## src/rtl/alu_iter.sv

```systemverilog
// alu_iter: handshaked, registered ALU with iterative unsigned multiply/divide.
//
// Single-cycle ops register their result at the accept edge. MUL/MULHU/DIVU/REMU
// (and signed DIV when ALU_ITER_SIGNED_DIV_EN is defined) iterate one bit per
// cycle for XLEN cycles. Without ALU_ITER_SIGNED_DIV_EN, op 4'b1111 is a
// reserved single-cycle op that returns 0.
//
// Ports:
//   clk       clock, rising edge
//   rst       synchronous active-high reset
//   req_val   request valid
//   req_rdy   block can accept a request (IDLE only)
//   op        operation code
//   srca      operand A
//   srcb      operand B (shift amount is srcb[SHW-1:0])
//   resp_val  result valid (DONE only)
//   resp_rdy  consumer accepts result
//   result    registered result
//   cnd       {result[XLEN-1], result == 0}, registered with result
module alu_iter #(
  parameter int unsigned  XLEN = 32,
  localparam int unsigned SHW  = $clog2(XLEN)
) (
  input  logic            clk,
  input  logic            rst,
  input  logic            req_val,
  output logic            req_rdy,
  input  logic [3:0]      op,
  input  logic [XLEN-1:0] srca,
  input  logic [XLEN-1:0] srcb,
  output logic            resp_val,
  input  logic            resp_rdy,
  output logic [XLEN-1:0] result,
  output logic [1:0]      cnd
);

  localparam logic [3:0] OpAdd   = 4'b0000;
  localparam logic [3:0] OpSlt   = 4'b0001;
  localparam logic [3:0] OpSltu  = 4'b0010;
  localparam logic [3:0] OpAnd   = 4'b0011;
  localparam logic [3:0] OpOr    = 4'b0100;
  localparam logic [3:0] OpXor   = 4'b0101;
  localparam logic [3:0] OpSll   = 4'b0110;
  localparam logic [3:0] OpSrl   = 4'b0111;
  localparam logic [3:0] OpSub   = 4'b1000;
  localparam logic [3:0] OpSra   = 4'b1001;
  localparam logic [3:0] OpAm    = 4'b1010;
  localparam logic [3:0] OpMul   = 4'b1011;
  localparam logic [3:0] OpMulhu = 4'b1100;
  localparam logic [3:0] OpDivu  = 4'b1101;
  localparam logic [3:0] OpRemu  = 4'b1110;
`ifdef ALU_ITER_SIGNED_DIV_EN
  localparam logic [3:0] OpDiv   = 4'b1111;
`endif

  localparam logic [SHW-1:0] CntLast = SHW'(XLEN - 1);

  typedef enum logic [1:0] {StIdle, StBusy, StDone} state_e;

  state_e              state_q, state_d;
  logic [SHW-1:0]      cnt_q, cnt_d;
  logic [3:0]          op_q, op_d;
  logic [XLEN-1:0]     a_q, a_d;       // multiplier (shifts right) / dividend->quotient (shifts left)
  logic [XLEN-1:0]     b_q, b_d;       // multiplicand / divisor
  logic [2*XLEN-1:0]   acc_q, acc_d;   // product accumulator; low half doubles as the remainder
  logic [XLEN-1:0]     result_q, result_d;
  logic [1:0]          cnd_q, cnd_d;
`ifdef ALU_ITER_SIGNED_DIV_EN
  logic                neg_q, neg_d;   // negate quotient at the end
`endif

  function automatic logic [1:0] cond_of(input logic [XLEN-1:0] r);
    return {r[XLEN-1], r == '0};
  endfunction

  // Single-cycle datapath
  logic [XLEN-1:0] sum, diff, alu_res;
  logic [SHW-1:0]  shamt;
  logic            is_iter;

  assign sum   = srca + srcb;
  assign diff  = srca - srcb;
  assign shamt = srcb[SHW-1:0];

  always_comb begin
    alu_res = '0;
    case (op)
      OpAdd:   alu_res = sum;
      OpSlt:   alu_res = {{(XLEN-1){1'b0}}, $signed(srca) < $signed(srcb)};
      OpSltu:  alu_res = {{(XLEN-1){1'b0}}, srca < srcb};
      OpAnd:   alu_res = srca & srcb;
      OpOr:    alu_res = srca | srcb;
      OpXor:   alu_res = srca ^ srcb;
      OpSll:   alu_res = srca << shamt;
      OpSrl:   alu_res = srca >> shamt;
      OpSub:   alu_res = diff;
      OpSra:   alu_res = $unsigned($signed(srca) >>> shamt);
      OpAm:    alu_res = {sum[XLEN-1:1], 1'b0};
      default: alu_res = '0;
    endcase
  end

`ifdef ALU_ITER_SIGNED_DIV_EN
  assign is_iter = op inside {OpMul, OpMulhu, OpDivu, OpRemu, OpDiv};
`else
  assign is_iter = op inside {OpMul, OpMulhu, OpDivu, OpRemu};
`endif

  // Iterative step datapath
  logic [XLEN-1:0]   mul_addend;
  logic [XLEN:0]     mul_sum;
  logic [2*XLEN-1:0] mul_acc;
  logic [XLEN:0]     div_shift;
  logic              div_ge;
  logic [XLEN-1:0]   div_rem, div_quo, iter_res;
  logic              is_mul_q;

  // Shift-add: add multiplicand into the high half, then shift the whole accumulator right.
  assign mul_addend = a_q[0] ? b_q : '0;
  assign mul_sum    = {1'b0, acc_q[2*XLEN-1:XLEN]} + {1'b0, mul_addend};
  assign mul_acc    = {mul_sum, acc_q[XLEN-1:1]};

  // Restoring division: remainder < divisor, so the difference fits in XLEN bits.
  // A zero divisor always "fits", giving all-ones quotient and remainder = dividend.
  assign div_shift = {acc_q[XLEN-1:0], a_q[XLEN-1]};
  assign div_ge    = div_shift >= {1'b0, b_q};
  assign div_rem   = div_ge ? (div_shift[XLEN-1:0] - b_q) : div_shift[XLEN-1:0];
  assign div_quo   = {a_q[XLEN-2:0], div_ge};

  assign is_mul_q = (op_q == OpMul) || (op_q == OpMulhu);

  always_comb begin
    iter_res = '0;
    case (op_q)
      OpMul:   iter_res = mul_acc[XLEN-1:0];
      OpMulhu: iter_res = mul_acc[2*XLEN-1:XLEN];
      OpDivu:  iter_res = div_quo;
      OpRemu:  iter_res = div_rem;
`ifdef ALU_ITER_SIGNED_DIV_EN
      OpDiv:   iter_res = neg_q ? -div_quo : div_quo;
`endif
      default: iter_res = '0;
    endcase
  end

  // Next-state and outputs
  always_comb begin
    state_d  = state_q;
    cnt_d    = cnt_q;
    op_d     = op_q;
    a_d      = a_q;
    b_d      = b_q;
    acc_d    = acc_q;
    result_d = result_q;
    cnd_d    = cnd_q;
`ifdef ALU_ITER_SIGNED_DIV_EN
    neg_d    = neg_q;
`endif
    req_rdy  = 1'b0;
    resp_val = 1'b0;

    case (state_q)
      StIdle: begin
        req_rdy = 1'b1;
        if (req_val) begin
          if (is_iter) begin
            op_d    = op;
            a_d     = srca;
            b_d     = srcb;
            acc_d   = '0;
            cnt_d   = '0;
            state_d = StBusy;
`ifdef ALU_ITER_SIGNED_DIV_EN
            neg_d   = 1'b0;
            if (op == OpDiv) begin
              a_d   = srca[XLEN-1] ? -srca : srca;
              b_d   = srcb[XLEN-1] ? -srcb : srcb;
              // Zero divisor must stay all ones, so no sign fixup then.
              neg_d = (srca[XLEN-1] ^ srcb[XLEN-1]) && (srcb != '0);
            end
`endif
          end else begin
            result_d = alu_res;
            cnd_d    = cond_of(alu_res);
            state_d  = StDone;
          end
        end
      end
      StBusy: begin
        cnt_d = cnt_q + SHW'(1);
        if (is_mul_q) begin
          acc_d = mul_acc;
          a_d   = {1'b0, a_q[XLEN-1:1]};
        end else begin
          acc_d = {acc_q[2*XLEN-1:XLEN], div_rem};
          a_d   = div_quo;
        end
        if (cnt_q == CntLast) begin
          result_d = iter_res;
          cnd_d    = cond_of(iter_res);
          state_d  = StDone;
        end
      end
      StDone: begin
        resp_val = 1'b1;
        if (resp_rdy) state_d = StIdle;
      end
      default: state_d = StIdle;
    endcase
  end

  always_ff @(posedge clk) begin
    if (rst) begin
      state_q  <= StIdle;
      cnt_q    <= '0;
      op_q     <= '0;
      a_q      <= '0;
      b_q      <= '0;
      acc_q    <= '0;
      result_q <= '0;
      cnd_q    <= 2'b01;
`ifdef ALU_ITER_SIGNED_DIV_EN
      neg_q    <= 1'b0;
`endif
    end else begin
      state_q  <= state_d;
      cnt_q    <= cnt_d;
      op_q     <= op_d;
      a_q      <= a_d;
      b_q      <= b_d;
      acc_q    <= acc_d;
      result_q <= result_d;
      cnd_q    <= cnd_d;
`ifdef ALU_ITER_SIGNED_DIV_EN
      neg_q    <= neg_d;
`endif
    end
  end

  assign result = result_q;
  assign cnd    = cnd_q;

endmodule

```

## config.mk

```make
export PLATFORM = sky130hd
export DESIGN_NAME = alu_iter
export DESIGN_NICKNAME = d
export VERILOG_FILES = /design/src/rtl/alu_iter.sv
export SDC_FILE = /design/constraint.sdc
export NUM_CORES = 1
export LEC_CHECK = 0
export CAP_MARGIN = 20
export CORE_MARGIN = 8
export CORE_UTILIZATION = 35
export CTS_BUF_LIST = sky130_fd_sc_hd__clkbuf_8
export DETAILED_ROUTE_END_ITERATION = 6
export SYNTH_ARGS = -nofsm -noshare
export SYNTH_HDL_FRONTEND = slang
export SYNTH_SLANG_ARGS = --single-unit
```

## constraint.sdc

```tcl
create_clock -name clk -period 8.7 [get_ports clk]
set_input_delay 1.74 -clock clk [delete_from_list [all_inputs] [get_ports clk]]
set_output_delay 1.74 -clock clk [all_outputs]
set_load 0.01 [all_outputs]
```

# Yosys cells after proc, flatten, opt, wreduce, memory -nomap -nowiden
# Index checks and enable logic that the tools add are counted.
# Widths: inputs -> output; s select.
# totals
reg_bits,173
in_bits,72
out_inout_bits,36
word_cells,92
# classes
reduce_logical,12
n_addsub,5
n_lt_le_gt_ge,3
bitwise,3
n_mux,30
n_eq_ne,27
n_shift,3
# op_table
cell,n
$pmux 32 s11,1
$mux 32,8
$mux 64,3
$pmux 32 s2,2
$pmux 32 s4,1
$pmux 64 s2,1
$logic_not 32->1,2
$lt 32x32->1,2
$sub 32x32->32,2
$eq 4x4->1 const B,11
$add 32x32->33,1
$ge 33x32->1,1
$add 32x32->32,1
$and 32x32->32,1
$or 32x32->32,1
$shl 32x5->32,1
$shr 32x5->32,1
$sshr 32x5->32,1
$xor 32x32->32,1
$eq 4x3->1 const B,4
$mux 2,7
$ne 2x2->1 const B,6
$mux 5,2
$pmux 5 s2,1
other kinds (16),21

# Longest topological paths before layout
# depth
ltp_word,6
mapped_depth,21
depth_no_buf,17

# Worst setup path after synthesis
# No wires, ideal clock.
# synth_path
path_kind,input to register
startpoint,in srcb[2]
endpoint,"reg cnd_q[0], in the netlist cnd[0]"
path_stages,21
n_path_buf,6
path_slack_ps,2543
required_ps,8613
setup_ps,87
arrival_time_ps,6070
path_cell_list,buf_2 -> buf_6 -> inv_2 -> clkbuf_1 -> clkbuf_1 -> buf_1 -> ha_1 -> buf_2 -> o21ai_0 -> o21ai_0 -> a21oi_1 -> o21ai_1 -> a41oi_1 -> o21ai_1 -> a31o_2 -> a221o_1 -> a21o_1 -> nor4b_1 -> and2_0 -> nand4b_1 -> o31ai_1
# synth_between
elab_chain_len,6
word_cells_on_any_way,15
classes_between,add/sub (2); order compare (2); shift (3); mux (4); bitwise (3); reduce/logical (1)
# synth_rtl
item,line_no,text
"start, declared",30,"input logic [XLEN-1:0] srcb,"
$add 32x32->32 (tied with other cells),81,assign sum = srca + srcb;
$pmux 32 s11 *,87,case (op)
$logic_not 32->1 *,73,"return {r[XLEN-1], r == '0};"
$mux 2 *,166,if (is_iter) begin
$mux 2 *,165,if (req_val) begin
$pmux 2 s2 *,162,case (state_q)
"end signal, assigned",233,cnd_q <= cnd_d;
"end, declared",67,"logic [1:0] cnd_q, cnd_d;"
# Mark *: on every way between the ends. The rest lies on a longest branch, timed or not. The select of a mux whose other input is x is not followed.
# A chain may end at the register's enable or synchronous reset.

# Worst setup path after layout
# layout_path
startpoint,in op[3]
endpoint,"reg cnd_q[0], in the netlist cnd[0]"
# layout_between
elab_chain_len,6
word_cells_on_any_way,23
classes_between,eq/ne (15); mux (4); reduce/logical (4)
# layout_rtl
item,line_no,text
"start, declared",28,"input logic [3:0] op,"
$eq 4x4->1 (tied with other cells),87,
$pmux 32 s11,87,
$logic_not 32->1,73,
$mux 2,166,
$mux 2,165,
$pmux 2 s2,162,
# Several ways; a longest one is shown, not always the timed one. The select of a mux whose other input is x is not followed.

==> metrics.log <==
INFO  metric rsz0062_at_grt = false
INFO  metric cts.clk_slew.worst_paths = 100 ps
INFO  metric antenna_found_initial = 1
INFO  metric grt_pass1_vias = 22,400
INFO  metric synth_seq_area_share = 0.160
INFO  metric io_buffer_count = 107
INFO  metric cts_tree = done
INFO  metric layout_setup_ws = 2420 ps
INFO  metric critical_path_required = 9130 ps
INFO  metric drc_viols = 5
INFO  metric routed_wl = 101,000 µm
INFO  metric final_stage_net_count = 3,180
INFO  metric timing.critical_path.from = op[3]
INFO  metric synth_ff_type = sky130_fd_sc_hd__dfxtp_1
INFO  metric slew_headroom = 0.243
INFO  metric p_leak = 0.00907 µW
INFO  metric final_common_cell = sky130_fd_sc_hd__nor2_1
INFO  metric synth_top_area_cell = sky130_fd_sc_hd__dfxtp_1
INFO  metric hpwl = 76,800 µm
INFO  metric multiInputGateArea = 16,600 µm²
INFO  metric clock_sink_count = 172
INFO  metric avgViaCountPerCell = 6.48
INFO  metric rows = 91
INFO  metric timing.clock.skew = 20.8 ps
INFO  metric synth_enable_flop_cells = 0
INFO  metric final_hold_viol_count = 0
INFO  metric floorplan.die.width = 264 µm
INFO  metric maximum_ir_drop_on_the_vdd_rail = 234 µV
INFO  metric critical_path_class = in2reg
INFO  metric grt_start_max_net_pins = 123
INFO  metric first_iter_violations = 3,231
INFO  metric synth.lib_cells_used.distinct = 90
INFO  metric drt-met1-wl = 43,800 µm
INFO  metric dr_total_vias = 24,300
INFO  metric ys_warn_count = 0
INFO  metric avgSynthCellArea = 7.12 µm²
INFO  metric clkLatencyLatePin = 530 ps
INFO  metric grt_util_all_layers = 0.274
INFO  metric holdCritStartpoint = result[16]$_SDFFE_PP0P_
INFO  metric cts_buffers = 17
INFO  metric htreeDepth = 4
INFO  metric cts_root_buffer = sky130_fd_sc_hd__clkbuf_8
INFO  metric power_density = 162 nW/µm²
INFO  metric crit_fanout = 20
INFO  metric layout_common_cells = sky130_fd_sc_hd__nor2_1, sky130_fd_sc_hd__nand2_1, sky130_fd_sc_hd__a21oi_1
INFO  metric totalNegativeSetupSlack = 0 ps
INFO  metric reg2reg_from = b_q[28]$_SDFFE_PP0P_
INFO  metric routed-wl-met2 = 43,000 µm
INFO  metric max_cap_viol_count = 0
INFO  metric ctsHoldBuffers = 0
INFO  metric drive_above_1_share = 0.0718
INFO  metric insertedDiodeCount = 0
INFO  metric antenna_violating_nets_post_route = 0
INFO  metric fraction_of_synthesized_cell_area_taken_by_the_top_area_cell_type = 0.160
INFO  metric sequential_cell_area = 3440 µm²
INFO  metric start_util = 0.351
INFO  metric tightest_slew = 1110 ps
INFO  metric syn_inst = 3,018
INFO  metric cts_repair_resize_count = 0
INFO  metric placement.setup.worst_slack = 2100 ps
INFO  metric failed_checks = DRC
INFO  metric post_cts.repair.setup_buffers = 0
INFO  metric critical_path_source_type = primary input
INFO  metric ratio_of_final_minimum_period_to_clock_period = 0.722
INFO  metric async_flop_share = 0
INFO  metric dr_wl_met3 = 9650 µm
INFO  metric timing.critical_path.to_type = flip-flop
INFO  metric place.gp.congestion = 1.02
INFO  metric highest_layer = met5
INFO  metric finalMaxSlewViolations = 0
INFO  metric report.final.setup_viol = 0
INFO  metric detail_route.first_pass.iterations = 7
INFO  metric design.core.area = 61,300 µm²
INFO  metric yosys_register_bits = 172
INFO  metric ios = 108
INFO  metric floorplan.die.height = 264 µm
INFO  metric status = finished with violations
INFO  metric critPathArrivalTime = 6710 ps
INFO  metric final_period_minus_worst_setup_slack = 6280 ps
INFO  metric grt_remaining_overflow = 0
INFO  metric areaGrowthSynthToFinish = 8.70%
INFO  metric fillerInstances = 6,633
INFO  metric detail_route.wl_per_cell = 26.9 µm
INFO  metric postSynthNetCount = 3,257
INFO  metric maxClockFrequency = 159 MHz
INFO  metric floorplan.die_area = 69,600 µm²
INFO  metric synth.cell_area = 21,500 µm²
INFO  metric synth.area.top_cells = sky130_fd_sc_hd__dfxtp_1, sky130_fd_sc_hd__ha_1, sky130_fd_sc_hd__a21oi_1, sky130_fd_sc_hd__nor2_1, sky130_fd_sc_hd__mux4_2
INFO  metric wire_length_of_the_first_global_routing_pass = 149,000 µm
INFO  metric cts.path.max_buffers = 2
INFO  metric hold_path_class = reg2reg
==> synth_stat cells, types with 31 or more instances <==
cell                         n
sky130_fd_sc_hd__o21ai_0   124
sky130_fd_sc_hd__ha_1      163
sky130_fd_sc_hd__dfxtp_1   172
sky130_fd_sc_hd__a211oi_1   50
sky130_fd_sc_hd__nor2_1    387
sky130_fd_sc_hd__a21oi_1   320
sky130_fd_sc_hd__nand3_1    48
sky130_fd_sc_hd__a22oi_1    52
sky130_fd_sc_hd__buf_2      33
sky130_fd_sc_hd__nor3_1     71
sky130_fd_sc_hd__xnor2_1    42
sky130_fd_sc_hd__mux2i_1    65
sky130_fd_sc_hd__xor2_1     31
sky130_fd_sc_hd__a21o_1     48
sky130_fd_sc_hd__clkbuf_1  190
sky130_fd_sc_hd__o211ai_1   46
sky130_fd_sc_hd__and2_1     48
sky130_fd_sc_hd__mux4_2     60
sky130_fd_sc_hd__a221oi_1   56
sky130_fd_sc_hd__nand2_1   352
sky130_fd_sc_hd__inv_1     128
==> layout make-up <==
type                    instances  area share
inverters                     132      0.0212
multi-input cells            2458       0.709
repair buffers                160      0.0624
clock buffers                  17      0.0100
flip-flops and latches        172       0.147
well taps                     790      0.0423
clock inverters                14     0.00776
==> logic make-up after synthesis <==
kind of cell	share of synthesized area
AO/OA/AOI/OAI	0.306
XOR/XNOR	0.0297
buffers and inverters	0.0726
multiplexers	0.105
flip-flops	0.160
AND/OR/NAND/NOR	0.228
adder cells (fa/ha/maj)	0.0986
==> report_power, final <==
part / switching, µW / internal (µW) / total [µW]
sequential: 56.7 / 830 / 886
combinational: 1490 / 785 / 2280
clock: 361 / 266 / 627
total: 1910 / 1880 / 3790
==> through the flow <==
step / cells / total power [µW] / utilization / hold slack (ps) / cell area, µm²
2_1_floorplan: 3018 / 2430 / - / 436 / 21500
3_3_place_gp: 3711 / 3110 / 0.375 / 441 / 22900
3_5_place_dp: 3711 / 3110 / 0.375 / 444 / 22900
4_1_cts: 3742 / 3730 / 0.381 / 459 / 23400
5_1_grt: 3743 / 3980 / 0.381 / 475 / 23400
6_report: 3743 / 3790 / 0.381 / 456 / 23400
==> registers in the layout, summed over array words and instances, names as in the netlist <==
signal	flops
b_q	32
state_q	2
acc_q	64
cnt_q	5
result	32
cnd	1
a_q	32
op_q	4
==> path summary, 6_finish.rpt <==
| path | to | slack [ps] | cells past startpoint |
|---|---|---|---|
| worst max-delay path | cnd[0]$_SDFFE_PP1P_ | 2420 | 14 |
| worst min-delay path | result[16]$_SDFFE_PP0P_ | 460 | 2 |
| worst max register to register | cnd[0]$_SDFFE_PP1P_ | 2780 | 16 |
| worst min register to register | result[16]$_SDFFE_PP0P_ | 460 | 2 |
==> layer usage <==
layer | up-vias | GRT usage
li1 | 10900 | -
met1 | 11700 | 0.383
met2 | 1404 | 0.413
met3 | 200 | 0.0569
met4 | 2 | 0.101
met5 | - | 0
==> critical path, stage by stage <==
cell,delay (ps)
sky130_fd_sc_hd__clkdlybuf4s50_1,950
sky130_fd_sc_hd__nor4bb_2,450
sky130_fd_sc_hd__clkbuf_4,260
sky130_fd_sc_hd__nor2_1,660
sky130_fd_sc_hd__nor2_1,320
sky130_fd_sc_hd__a311oi_1,330
sky130_fd_sc_hd__nor3b_1,320
sky130_fd_sc_hd__nand4_1,130
sky130_fd_sc_hd__or4_1,490
sky130_fd_sc_hd__nor4_1,220
sky130_fd_sc_hd__and4_1,260
sky130_fd_sc_hd__and4_1,230
sky130_fd_sc_hd__nand4b_1,100
sky130_fd_sc_hd__o31ai_1,240
Power figures use the tool's default switching activity.
